$ cat config.mk
export PLATFORM = sky130hd
export DESIGN_NAME = serial_frame_tx
export DESIGN_NICKNAME = d
export VERILOG_FILES = /design/src/rtl/serial_frame_tx.sv
export SDC_FILE = /design/constraint.sdc
export NUM_CORES = 1
export LEC_CHECK = 0
export CORE_UTILIZATION = 45
export CTS_BUF_LIST = sky130_fd_sc_hd__clkbuf_8
export DETAILED_ROUTE_END_ITERATION = 6
export PLACE_DENSITY = 0.67
export RECOVER_POWER = 100
export SLEW_MARGIN = 20
export SYNTH_ARGS = -nofsm -noshare
export SYNTH_HDL_FRONTEND = slang
export SYNTH_SLANG_ARGS = --single-unit
export TNS_END_PERCENT = 20
$ cat constraint.sdc
create_clock -name CLK -period 1.8 [get_ports CLK]
set_clock_uncertainty 0.2 [all_clocks]
set_input_delay 0.27 -clock CLK [delete_from_list [all_inputs] [get_ports CLK]]
set_output_delay 0.27 -clock CLK [all_outputs]
set_load 0.02 [all_outputs]
$ cat src/rtl/serial_frame_tx.sv
// Parallel-to-serial framed transmitter: start bit, LSB-first data, optional even
// parity and 1-2 stop bits, one bit per bit_en strobe, idle-high line.
module serial_frame_tx #(
    parameter int unsigned DATA_W    = 8,
    parameter int unsigned PARITY_EN = 1,
    parameter int unsigned STOP_BITS = 1
) (
    input  logic              CLK,
    input  logic              RSTB,
    input  logic              bit_en,
    input  logic [DATA_W-1:0] tx_data,
    input  logic              tx_valid,
    output logic              tx_ready,
    output logic              sdo,
    output logic              busy,
    output logic              frame_done
);

    // One counter serves both the data-bit index and the stop-bit count.
    localparam int unsigned CNT_W = (DATA_W > 2) ? $clog2(DATA_W) : 1;
    localparam logic [CNT_W-1:0] LAST_DATA = CNT_W'(DATA_W - 1);
    localparam logic [CNT_W-1:0] LAST_STOP = CNT_W'(STOP_BITS - 1);

    typedef enum logic [2:0] {
        S_IDLE,
        S_START,
        S_DATA,
        S_PARITY,
        S_STOP
    } state_t;

    state_t              r_state;
    logic [DATA_W-1:0]   r_shreg;
    logic [CNT_W-1:0]    r_cnt;
    logic                r_parity;
    logic                r_sdo;
    logic                r_busy;
    logic                r_frame_done;

    state_t              w_state_nxt;
    logic [DATA_W-1:0]   w_shreg_nxt;
    logic [CNT_W-1:0]    w_cnt_nxt;
    logic                w_parity_nxt;
    logic                w_sdo_nxt;
    logic                w_busy_nxt;
    logic                w_frame_done_nxt;
    logic [DATA_W-1:0]   w_shift;

    assign w_shift = r_shreg >> 1;

    always_comb begin
        // NOTE: every next value is defaulted first so no path through the case infers a latch.
        w_state_nxt      = r_state;
        w_shreg_nxt      = r_shreg;
        w_cnt_nxt        = r_cnt;
        w_parity_nxt     = r_parity;
        w_sdo_nxt        = r_sdo;
        w_busy_nxt       = r_busy;
        w_frame_done_nxt = 1'b0;

        case (r_state)
            S_IDLE: begin
                w_sdo_nxt  = 1'b1;
                w_busy_nxt = 1'b0;
                // Acceptance does not wait for bit_en; parity is fixed from the captured word.
                if (tx_valid) begin
                    w_state_nxt  = S_START;
                    w_shreg_nxt  = tx_data;
                    w_parity_nxt = ^tx_data;
                    w_cnt_nxt    = '0;
                    w_sdo_nxt    = 1'b0;
                    w_busy_nxt   = 1'b1;
                end
            end

            S_START: begin
                if (bit_en) begin
                    w_state_nxt = S_DATA;
                    w_sdo_nxt   = r_shreg[0];
                    w_cnt_nxt   = '0;
                end
            end

            S_DATA: begin
                if (bit_en) begin
                    w_shreg_nxt = w_shift;
                    w_cnt_nxt   = r_cnt + 1'b1;
                    w_sdo_nxt   = w_shift[0];
                    if (r_cnt == LAST_DATA) begin
                        w_cnt_nxt = '0;
                        if (PARITY_EN != 0) begin
                            w_state_nxt = S_PARITY;
                            w_sdo_nxt   = r_parity;
                        end else begin
                            w_state_nxt = S_STOP;
                            w_sdo_nxt   = 1'b1;
                        end
                    end
                end
            end

            S_PARITY: begin
                if (bit_en) begin
                    w_state_nxt = S_STOP;
                    w_sdo_nxt   = 1'b1;
                    w_cnt_nxt   = '0;
                end
            end

            S_STOP: begin
                w_sdo_nxt = 1'b1;
                if (bit_en) begin
                    if (r_cnt == LAST_STOP) begin
                        w_state_nxt      = S_IDLE;
                        w_busy_nxt       = 1'b0;
                        w_frame_done_nxt = 1'b1;
                        w_cnt_nxt        = '0;
                    end else begin
                        w_cnt_nxt = r_cnt + 1'b1;
                    end
                end
            end

            default: begin
                w_state_nxt = S_IDLE;
                w_sdo_nxt   = 1'b1;
                w_busy_nxt  = 1'b0;
            end
        endcase
    end

    always_ff @(posedge CLK or negedge RSTB) begin
        if (!RSTB) begin
            // NOTE: the shift register and counter are reset too, so every flop is a plain async-reset cell.
            r_state      <= S_IDLE;
            r_shreg      <= '0;
            r_cnt        <= '0;
            r_parity     <= 1'b0;
            r_sdo        <= 1'b1;
            r_busy       <= 1'b0;
            r_frame_done <= 1'b0;
        end else begin
            // NOTE: non-blocking so every flop samples the same pre-edge values.
            r_state      <= w_state_nxt;
            r_shreg      <= w_shreg_nxt;
            r_cnt        <= w_cnt_nxt;
            r_parity     <= w_parity_nxt;
            r_sdo        <= w_sdo_nxt;
            r_busy       <= w_busy_nxt;
            r_frame_done <= w_frame_done_nxt;
        end
    end

    assign tx_ready   = (r_state == S_IDLE);
    assign sdo        = r_sdo;
    assign busy       = r_busy;
    assign frame_done = r_frame_done;

endmodule
Word-level counts from Yosys, hierarchy flattened
Cells that the tools add are included.
{"block": "word_totals", "register_bits": 18, "elab_cells": 66, "rom_bits": 0, "ram_bits": 0, "latchBits": 0, "out_inout_bits": 4, "n_memories": 0}
{"block": "classes", "n_mux": 31, "multipliers": 0, "n_reduce_logical": 13, "n_lt_le_gt_ge": 0, "n_bitwise": 1, "eq_ne": 13, "n_addsub": 1, "shift": 0, "n_div": 0}
{"op": "2-to-1 mux 3 bit", "n": 13}
{"op": "2-to-1 mux 8 bit", "n": 2}
{"op": "case mux 8 bit (2 select lines)", "n": 1}
{"op": "case mux 3 bit (5 select lines)", "n": 1}
{"op": "inequality test 2 bit (second input constant)", "n": 7}
{"op": "case mux 3 bit (4 select lines)", "n": 1}
{"op": "2-to-1 mux 1 bit", "n": 11}
{"op": "AND reduction 3 bit", "n": 3}
{"op": "parity 8 bit", "n": 1}
{"op": "AND reduction 7 bit", "n": 1}
{"op": "== test 3 x 2 -> 1 bit (second input constant)", "n": 2}
{"op": "== test 3 bit (second input constant)", "n": 2}
{"op": "zero test 3 bit", "n": 2}
{"op": "AND reduction 5 bit", "n": 1}
{"op": "case mux 1 bit (4 select lines)", "n": 1}
{"op": "nonzero test 4 bit", "n": 1}
{"op": "adder 3 x 1 -> 3 bit (second input constant)", "n": 1}
{"op": "== test 3 x 1 -> 1 bit (second input constant)", "n": 1}
{"op": "case mux 1 bit (3 select lines)", "n": 1}
{"op": "OR reduction 3 bit", "n": 1}
{"op": "inequality test 2 x 1 -> 1 bit (second input constant)", "n": 1}
{"op": "AND reduction 2 bit", "n": 1}
{"op": "nonzero test 2 bit", "n": 1}
{"op": "OR reduction 2 bit", "n": 1}
{"op": "inverter 1 bit", "n": 1}

Longest topological paths before layout
Gate-level depths: netlist of the first run.
{"block": "depth", "depth_word": 4, "depth_mapped": 6}

Least setup slack after synthesis of the first run
Ideal clock, no wire load.
{"block": "synth_path", "path_kind": "reg-to-reg", "from": "register r_state[2]", "to": "register r_parity", "arrival_ps": 1502, "slack_ps": 16, "required_time_ps": 1518, "stages_incl_launch_ff": 5, "cell_sequence": "dfrtp_1 buf_2 nor3_1 a21oi_1 a31oi_1"}
{"block": "synth_between", "elab_chain_len": 2}
{"item": "start, declared", "line": "32", "source": "state_t r_state;"}
{"item": "start signal, assigned", "line": "144", "source": "r_state <= w_state_nxt;"}
{"item": "zero test 3 bit"}
{"item": "net tx_ready", "line": "13", "source": "output logic tx_ready,"}
{"item": "AND reduction 2 bit (no source line)"}
{"item": "end signal, assigned", "line": "147", "source": "r_parity <= w_parity_nxt;"}
{"item": "end, declared", "line": "35", "source": "logic r_parity;"}
The timed path passes the listed nets, and every way through them passes these cells.
A chain may end at the register's enable or synchronous reset.

Worst setup path after layout of the first run
{"block": "layout_path", "from": "input tx_valid", "to": "register r_cnt[0]"}
{"block": "layout_between", "elab_chain_len": 2}
{"item": "start, declared", "line": "12", "source": "input logic tx_valid,"}
{"item": "inequality test 2 bit (no source line)"}
{"item": "AND reduction 5 bit (no source line)"}
{"item": "end signal, assigned", "line": "146", "source": "r_cnt <= w_cnt_nxt;"}
{"item": "end, declared", "line": "34", "source": "logic [CNT_W-1:0] r_cnt;"}
No other way between the ends.

==> results of run 1 <==
## cells in the final DEF (no fill, tap or decap), drive strengths merged
master         Yosys  layout
dlygate4sd3        0       4
nand2b             1       1
nor2               7       7
o22ai              1       1
inv                4       4
nand3              3       3
and2b              1       1
nor3b              2       2
nand4bb            1       1
or3b               2       2
nand3b             1       1
clkbuf             1       7
nand2             12      12
buf                5      12
ha                 3       3
dlygate4sd2        0       1
a31o               1       1
dfstp              1       1
mux2i              8       8
clkdlybuf4s50      0       9
nor3               2       2
a41o               1       1
a31oi              5       5
or3                1       1
xnor2              8       8
xor2               1       1
o31ai              1       1
o21ai             13      13
a21oi              3       3
dfrtp             17      17
nand4              1       1
mux2               3       3
## sequential cells by signal (all words and copies together) (netlist names)
name and cells:
frame_done 1, sdo 1, r_parity 1, r_cnt 3
r_state 3, r_shreg 8, busy 1
## stage by stage
| step | util [%] | area [um2] | setup slack (ns) | total power [W] |
|---|---|---|---|---|
| after floorplan | - | 1050 | 0.0157 | 0.00147 |
| after global placement | 59.7 | 1320 | -0.170 | 0.00187 |
| after detailed placement | 59.7 | 1320 | -0.200 | 0.00191 |
| after CTS | 62.0 | 1370 | 0.0278 | 0.00224 |
| after global routing | 62.6 | 1380 | -0.0221 | 0.00241 |
| final | 62.6 | 1380 | 0.0533 | 0.00223 |
## worst max-delay path, cell delays in order
cell	delay [ns]
clkdlybuf4s50_1	0.47
or3b_1	0.39
a21oi_2	0.16
a31oi_1	0.08
mux2_4	0.32
## report_power, final
| group | switching (W) | internal, W | total, W |
|---|---|---|---|
| registers | 0.0000995 | 0.000584 | 0.000683 |
| clock network | 0.000144 | 0.000195 | 0.000339 |
| logic | 0.000619 | 0.000584 | 0.00120 |
## worst max path at each step
| stage | slack (ns) | from | depth (start not counted) | to |
|---|---|---|---|---|
| floorplan | 0.02 | r_state[2] | 4 | r_parity |
| global placement | -0.17 | tx_valid | 5 | r_cnt[0] |
| global route | -0.02 | r_state[0] | 5 | r_cnt[0] |
| detailed placement | -0.20 | tx_valid | 5 | r_cnt[0] |
| finish | 0.05 | tx_valid | 5 | r_cnt[0] |
| CTS | 0.03 | r_state[0] | 2 | tx_ready |
## layer usage
metal / wire, um / share of wire, % / global-route usage [%]
met1: 929 / 41 / 23.5
met2: 1190 / 52 / 36.9
met4: 64 / 2.8 / 12.5
met5: 0 / 0 / 0
met3: 94 / 4.1 / 4.24
## kinds of logic after synthesis
family | after synthesis
and+or+nand+nor | 34
AOI/OAI and AO/OA | 25
DFF | 18
muxes | 11
buffers and inverters | 10
xor gates and xnor gates | 9
adders and majority gates | 3
## final cells by class
| type | count | area [um2] | share of cell area [%] |
|---|---|---|---|
| flip-flops and latches | 18 | 452 | 32.6 |
| clock buffers | 4 | 55.1 | 3.98 |
| repair buffers | 29 | 253 | 18.3 |
| inverters | 4 | 15.0 | 1.08 |
| well taps | 28 | 35.0 | 2.53 |
| multi-input cells | 82 | 574 | 41.5 |
## repair_timing
| action | in CTS | in global routing |
|---|---|---|
| setup buffers | 0 | 1 |
| pin swaps | 0 | 1 |
| resized for setup | 2 | 7 |
| setup endpoints to repair | 2 | 4 |
==> impl_metrics.yaml, run 1 <==
sta:
  hold_violations: 0
  finalSetupViolCount: 0
  slew_headroom_pct: 31.6
  rsz0062_at_grt: "yes"
  hold_ws_ns: 0.286
  fin_crit_sh_pct: 97.0
  max_freq_mhz: 573
  period_minus_slack_ns: 1.75
  worstMarginPinSlew_ns: 1.03
  slew_viol_final: 0
  tns_ns: 0
clock_tree:
  clkSlewWorstSetupHoldPaths_ns: 0.07
  cts_tree: "yes"
  insertion_delay_ns: 0.26
  clock_tree.root_cell: "clkbuf_8"
  numCtsBuffers: 3
  clk_path_buf_depth: 2
  postCtsHoldBufs: 0
  cts-htree-levels: 1
  numClockSinks: 18
floorplanning:
  ios: 16
  die_w_um: 50.4
  dieArea_um2: 2540
  die_h_um: 50.4
  rows: 17
  core_area_um2: 2210
  initial_core_util_pct: 47.6
critical_path:
  reg2reg_to: "sdo"
  cp.arrival_ns: 1.69
  critPathKind: "input port to flop"
  r2r_start: "r_cnt[0]"
  cp_max_fo: 2
  crit_path_start_kind: "input port"
  worstPathRequired_ns: 1.75
  worst_setup_path_end_kind: "flop"
  reg2reg_slack_ns: 0.07
  rr_worst_depth: 6
outcome:
  outcome: "completed"
yosys:
  async_reset_ff_share_pct: 100
  synth-xor-area-share_pct: 7.48
  synth-seq-cells: 18
  yosysUniqueCellTypes: 34
  synthMuxAreaShare_pct: 11.2
  synth.most_common_cell: "dfrtp_1"
  ys.flop_type: "dfrtp_1"
  synth-seq-area-share_pct: 42.9
  yosys.area_share.simple_pct: 16.7
  synth-edff-count: 0
  synthAdderAreaFrac_pct: 3.56
  ys_top_cells_by_area: "dfrtp_1 (40%), mux2i_1 (7.6%), xnor2_1 (6.7%)"
  synth_top_area_share_pct: 40.4
  syn_area_um2: 1050
  synth_common_cells: "dfrtp_1 (17), nand2_1 (12), o21ai_1 (10)"
  synth_cells: 110
  synth_compound_area_share_pct: 14.0
  synth_top_family_by_area: "simple AND/OR/NAND/NOR gates"
  yosysWarnings: 0
  synth_nets: 125
  avgSynthCellArea_um2: 9.58
  synth_top_area_cell: "dfrtp_1"
min_path:
  holdPathStages: 2
  hp-class: "flop to flop"
  min_from: "r_shreg[4]"
  holdPathEnd: "r_shreg[4]"
global_routing:
  antenna_found_initial: 0
  grt_start_max_net_pins: 19
  grt_overflow: 0
  grt_pass1_wl_mm: 3.95
  first_global_vias: 916
  grt_use_total_pct: 21.1
placement:
  dp_hpwl_mm: 1.69
  portBuffers: 15
  dp.cells: 160
  place_congestion: 0.872
detailed_routing:
  wl_per_cell_um: 13.8
  first_iter_violations: 15
  vias_per_cell: 5.51
  vias: 909
  dr.pass1.iters: 4
  drc_errors: 0
  postRouteAntennaNets: 0
  wirelength_mm: 2.28
cells_and_area:
  areaGrowthSynthToFinish_pct: 31.4
  final_layout_size_suffix_gt1_share_pct: 19.0
  fillers: 220
  fin_nets: 153
  fin_cells: 165
  diodes: 0
flow_run:
  maxCapViolations: 0
pwr:
  power_leakage_nw: 0.608
  p_per_area_nw_per_um2: 1610
  peakVddDrop_v: 0.000864
(Power assumes the default switching activity.)
==> run 2, diff against run 1 <==
GPL_TIMING_DRIVEN = 0   (was unset)
==> impl_metrics.yaml, run 2 (synthesized netlist as in run 1, its figures left out) <==
global_routing:
  use_met1_pct: 21.3
  grt_use_total_pct: 19.7
  grt_pass1_wl_mm: 3.71
  first_global_vias: 853
  grt_start_max_net_pins: 19
  busiest_layer: "met2"
  gr-usage-met3_pct: 2.73
  grt_overflow: 0
  antenna_found_initial: 0
  grtUsageMet2_pct: 36.0
sta:
  max_freq_mhz: 565
  slew_headroom_pct: 42.4
  period_minus_slack_ns: 1.77
  hold_violations: 0
  worstMarginPinSlew_ns: 0.861
  fin_crit_sh_pct: 98.4
  finalSetupViolCount: 0
  slew_viol_final: 0
  rsz0062_at_grt: "yes"
floorplanning:
  initial_core_util_pct: 47.6
  core_area_um2: 2210
  rows: 17
  die_h_um: 50.4
  ios: 16
  dieArea_um2: 2540
  die_w_um: 50.4
pwr:
  p_seq_share_pct: 33.7
  combPwrFrac_pct: 52.5
  p_per_area_nw_per_um2: 1580
  p_switching_w: 0.000852
  p_clk_share_pct: 13.8
  p_int_w: 0.00124
  power_leakage_nw: 0.566
  switching_share_pct: 40.7
  peakVddDrop_v: 0.000899
clock_tree:
  numClockSinks: 18
  cts_tree: "yes"
  postCtsHoldBufs: 0
  numCtsBuffers: 3
  clkSlewWorstSetupHoldPaths_ns: 0.07
  insertion_delay_ns: 0.25
  clock_tree.root_cell: "clkbuf_8"
  cts-htree-levels: 1
  clk_path_buf_depth: 2
critical_path:
  crit_path_start_kind: "input port"
  worst_setup_path_end_kind: "flop"
  cp.arrival_ns: 1.72
  cp_max_fo: 10
  reg2reg_slack_ns: 0.05
  critPathKind: "input port to flop"
  worstPathRequired_ns: 1.74
cells_and_area:
  postLayoutCellArea_um2: 1330
  largest_register_ffs: 8
  top_register: "r_shreg"
  fillers: 210
  final_cell_mix: "dfrtp_1 (16), nand2_1 (12), clkdlybuf4s50_1 (11), o21ai_1 (10)"
  fin_nets: 146
  seq_area_um2: 453
  areaGrowthSynthToFinish_pct: 25.9
  multi_input_area_um2: 591
  fin_cells: 158
  top_regs: "r_shreg (8), r_cnt (3), r_state (3)"
  final_common_cell: "dfrtp_1"
  diodes: 0
  final_layout_size_suffix_gt1_share_pct: 17.7
detailed_routing:
  first_iter_violations: 4
  wl_per_cell_um: 13.9
  vias_per_cell: 5.45
  drc_errors: 0
  wirelength_mm: 2.20
  postRouteAntennaNets: 0
  vias: 861
  dr.pass1.iters: 4
min_path:
  hp-class: "input port to flop"
placement:
  portBuffers: 15
  dp.cells: 153
  place_area_um2: 1240
  place_congestion: 0.862
  dp_hpwl_mm: 1.65
flow_run:
  maxCapViolations: 0
outcome:
  outcome: "completed"
-- run 2: layer usage --
layer	up-vias	routed length, um
met5	-	0
met4	0	33
met3	4	63
met2	18	1130
met1	410	970
li1	429	-
-- run 2: final timing paths --
path / from / end / cells after the start
setup / recovery: bit_en / r_cnt[0] / 6
setup reg to reg: r_state[0] / r_cnt[0] / 5
max in group asynchronous: RSTB / r_state[2] / 1
hold / removal: tx_valid / r_parity / 2
hold reg to reg: r_shreg[0] / r_shreg[0] / 2
min in group asynchronous: RSTB / frame_done / 1
-- run 2: final cells by class --
type                       instances  share of cell area, %
tap                               28                   2.64
timing repair buffer              16                   11.5
inverter                           4                   1.13
sequential                        18                   34.2
clock inverter                     1                  0.283
buffer                             6                   2.64
clock buffer                       3                   3.11
multi-input combinational         82                   44.5
-- run 2: through the flow --
stage	utilization, %	hold WS [ns]	total power, W	setup TNS [ns]	setup WS, ns
2_1_floorplan	-	-0.226	0.00147	0	0.0157
3_3_place_gp	56.0	0.270	0.00174	-1.75	-0.383
3_5_place_dp	56.0	0.282	0.00177	-1.73	-0.400
4_1_cts	58.7	0.246	0.00208	0	0.00162
5_1_grt	60.0	0.300	0.00226	-0.130	-0.0292
6_report	60.0	0.247	0.00209	0	0.0292
-- run 2: what timing repair did --
action / 4_1_cts / 5_1_grt
setup buffers: 0 / 1
pin swaps: 0 / 1
resized for setup: 12 / 5
endpoints found under the setup margin: 3 / 10
-- run 2: critical path, stage by stage --
cell and delay (ns):
clkdlybuf4s50_1 0.45, clkbuf_2 0.21, o21ai_1 0.13, a21oi_2 0.09, a31oi_2 0.24, mux2_4 0.32
-- run 2: power groups by stage --
stage                     clock, W  combinational [W]  sequential (W)
after detailed placement         0            0.00105        0.000716
after CTS                 0.000298            0.00107        0.000710
after floorplan                  0           0.000766        0.000708
after global placement           0            0.00103        0.000705
after global routing      0.000309            0.00122        0.000726
final                     0.000289            0.00110        0.000705
==> run 3, diff against run 2 <==
==> constraint.sdc (replaced) <==
create_clock -name CLK -period 1.8 [get_ports CLK]
set_clock_uncertainty 0.2 [all_clocks]
set_input_delay 0.18 -clock CLK [delete_from_list [all_inputs] [get_ports CLK]]
set_output_delay 0.18 -clock CLK [all_outputs]
set_load 0.02 [all_outputs]
==> impl_metrics.yaml, run 3 (synthesized netlist as in run 1, its figures left out) <==
detailed_routing:
  wirelength_mm: 2.25
  vias_per_cell: 5.45
  vias: 856
  drc_errors: 0
  postRouteAntennaNets: 0
  first_iter_violations: 3
  dr.pass1.iters: 4
  wl_per_cell_um: 14.3
cells_and_area:
  final_layout_size_suffix_gt1_share_pct: 17.8
  top_register: "r_shreg"
  largest_register_ffs: 8
  fin_util_pct: 59.6
  fin_nets: 145
  final_common_cell: "dfrtp_1"
  final_cell_mix: "dfrtp_1 (16), nand2_1 (12), clkdlybuf4s50_1 (12), o21ai_1 (10)"
  seq_area_um2: 453
  diodes: 0
  postLayoutCellArea_um2: 1320
  top_regs: "r_shreg (8), r_cnt (3), r_state (3)"
  areaGrowthSynthToFinish_pct: 25.2
  multi_input_area_um2: 592
  fillers: 212
placement:
  place_area_um2: 1240
  portBuffers: 15
  post-place-ws_ns: -0.310
  place_congestion: 0.862
  dp_hpwl_mm: 1.65
flow_run:
  maxCapViolations: 0
pwr:
  peakVddDrop_v: 0.000896
  p_per_area_nw_per_um2: 1590
  p_total_w: 0.00210
  power_leakage_nw: 0.561
clock_tree:
  clock_tree.root_cell: "clkbuf_8"
  clkSlewWorstSetupHoldPaths_ns: 0.07
  cts_tree: "yes"
  cts-htree-levels: 1
  numClockSinks: 18
  numCtsBuffers: 3
  cts_setup_buffers: 0
  insertion_delay_ns: 0.25
  clk_path_buf_depth: 2
global_routing:
  grt_use_total_pct: 19.6
  grt_pass1_wl_mm: 3.69
  grt_overflow: 0
  grt_start_max_net_pins: 19
  antenna_found_initial: 0
  first_global_vias: 851
min_path:
  holdPathEnd: "r_parity"
  min_from: "tx_valid"
  holdPathStages: 2
  hp-class: "input port to flop"
critical_path:
  r2r_start: "r_state[1]"
  worst_setup_path_end_kind: "flop"
  max_stage_delay_ns: 0.43
  rr_worst_depth: 4
  critPathKind: "flop to flop"
  worstPathRequired_ns: 1.75
  crit_path_start_kind: "flop"
  path_cells: "or3b_4, a21oi_2, a31oi_4, mux2_4"
  reg2reg_slack_ns: 0.04
  cp_max_fo: 6
  cp.arrival_ns: 1.71
  crit_path_top_delay_cell: "dfrtp_1"
  reg2reg_to: "r_cnt[0]"
sta:
  layout_setup_ws_ns: 0.0359
  fin_crit_sh_pct: 98.0
  finalSetupViolCount: 0
  max_freq_mhz: 567
  period_minus_slack_ns: 1.76
  slew_headroom_pct: 41.4
  worstMarginPinSlew_ns: 0.876
  rsz0062_at_grt: "yes"
  hold_violations: 0
  slew_viol_final: 0
floorplanning:
  dieArea_um2: 2540
  initial_core_util_pct: 47.6
  ios: 16
  die_h_um: 50.4
  die_w_um: 50.4
  rows: 17
  core_area_um2: 2210
outcome:
  outcome: "completed"
## run 3: cell count changes in the layout (fill, tap and decap cells not counted)
cell | before | now
dlygate4sd2_1 | 2 | 1
buf_2 | 3 | 4
ha_2 | 1 | 2
buf_4 | 3 | 1
a31oi_4 | 0 | 1
nor2_2 | 0 | 1
clkdlybuf4s50_1 | 11 | 12
ha_4 | 1 | 0
nor2_1 | 7 | 6
a31oi_2 | 1 | 0
## run 3: metal layers
| metal | GRT usage (%) | vias up | wire length (um) |
|---|---|---|---|
| met5 | 0 | - | 0 |
| met3 | 2.73 | 4 | 72 |
| met4 | 11.6 | 0 | 33 |
| met2 | 35.8 | 16 | 1160 |
| met1 | 21.3 | 409 | 982 |
| li1 | - | 427 | - |
## run 3: stage by stage
step	hold WS, ns	std cells	setup TNS (ns)
after CTS	0.156	157	0
after global routing	0.210	157	-0.0408
final	0.158	157	0
after global placement	0.270	153	-0.707
after floorplan	-0.316	110	0
after detailed placement	0.282	153	-0.715
## run 3: what timing repair did
item	4_1_cts	5_1_grt
hold buffers	0	0
setup endpoints to repair	2	9
resized for setup	11	5
pin swaps	0	0
## run 3: worst max-delay path by stage
stage	from	end	slack, ns	cells past startpoint
CTS	r_cnt[0]	sdo	0.03	6
global route	r_state[1]	r_cnt[0]	-0.03	4
floorplan	r_state[2]	r_parity	0.02	4
global placement	bit_en	r_cnt[0]	-0.29	6
detailed placement	bit_en	r_cnt[0]	-0.31	6
finish	r_state[1]	r_cnt[0]	0.04	4
## run 3: cell type report
type                            instances  area share [%]
Clock buffer                            3            3.13
Sequential cell                        18            34.3
Clock inverter                          1           0.285
Buffer                                  6            2.66
Inverter                                4            1.14
Tap cell                               28            2.66
Multi-Input combinational cell         82            44.9
Timing Repair Buffer                   15            10.9
## run 3: critical path: cells and delay by family, from the launching register on
family | cells | cell delay (ns)
muxes | 1 | 0.31
AOI/OAI and AO/OA | 2 | 0.30
and+or+nand+nor | 1 | 0.42
DFF | 1 | 0.43
## run 3: power by group
part	switching, W	internal (W)	leakage (nW)	total [W]
registers	0.000129	0.000585	0.225	0.000713
clock network	0.000139	0.000152	0.0269	0.000291
logic	0.000597	0.000501	0.308	0.00110
total	0.000866	0.00124	0.561	0.00210
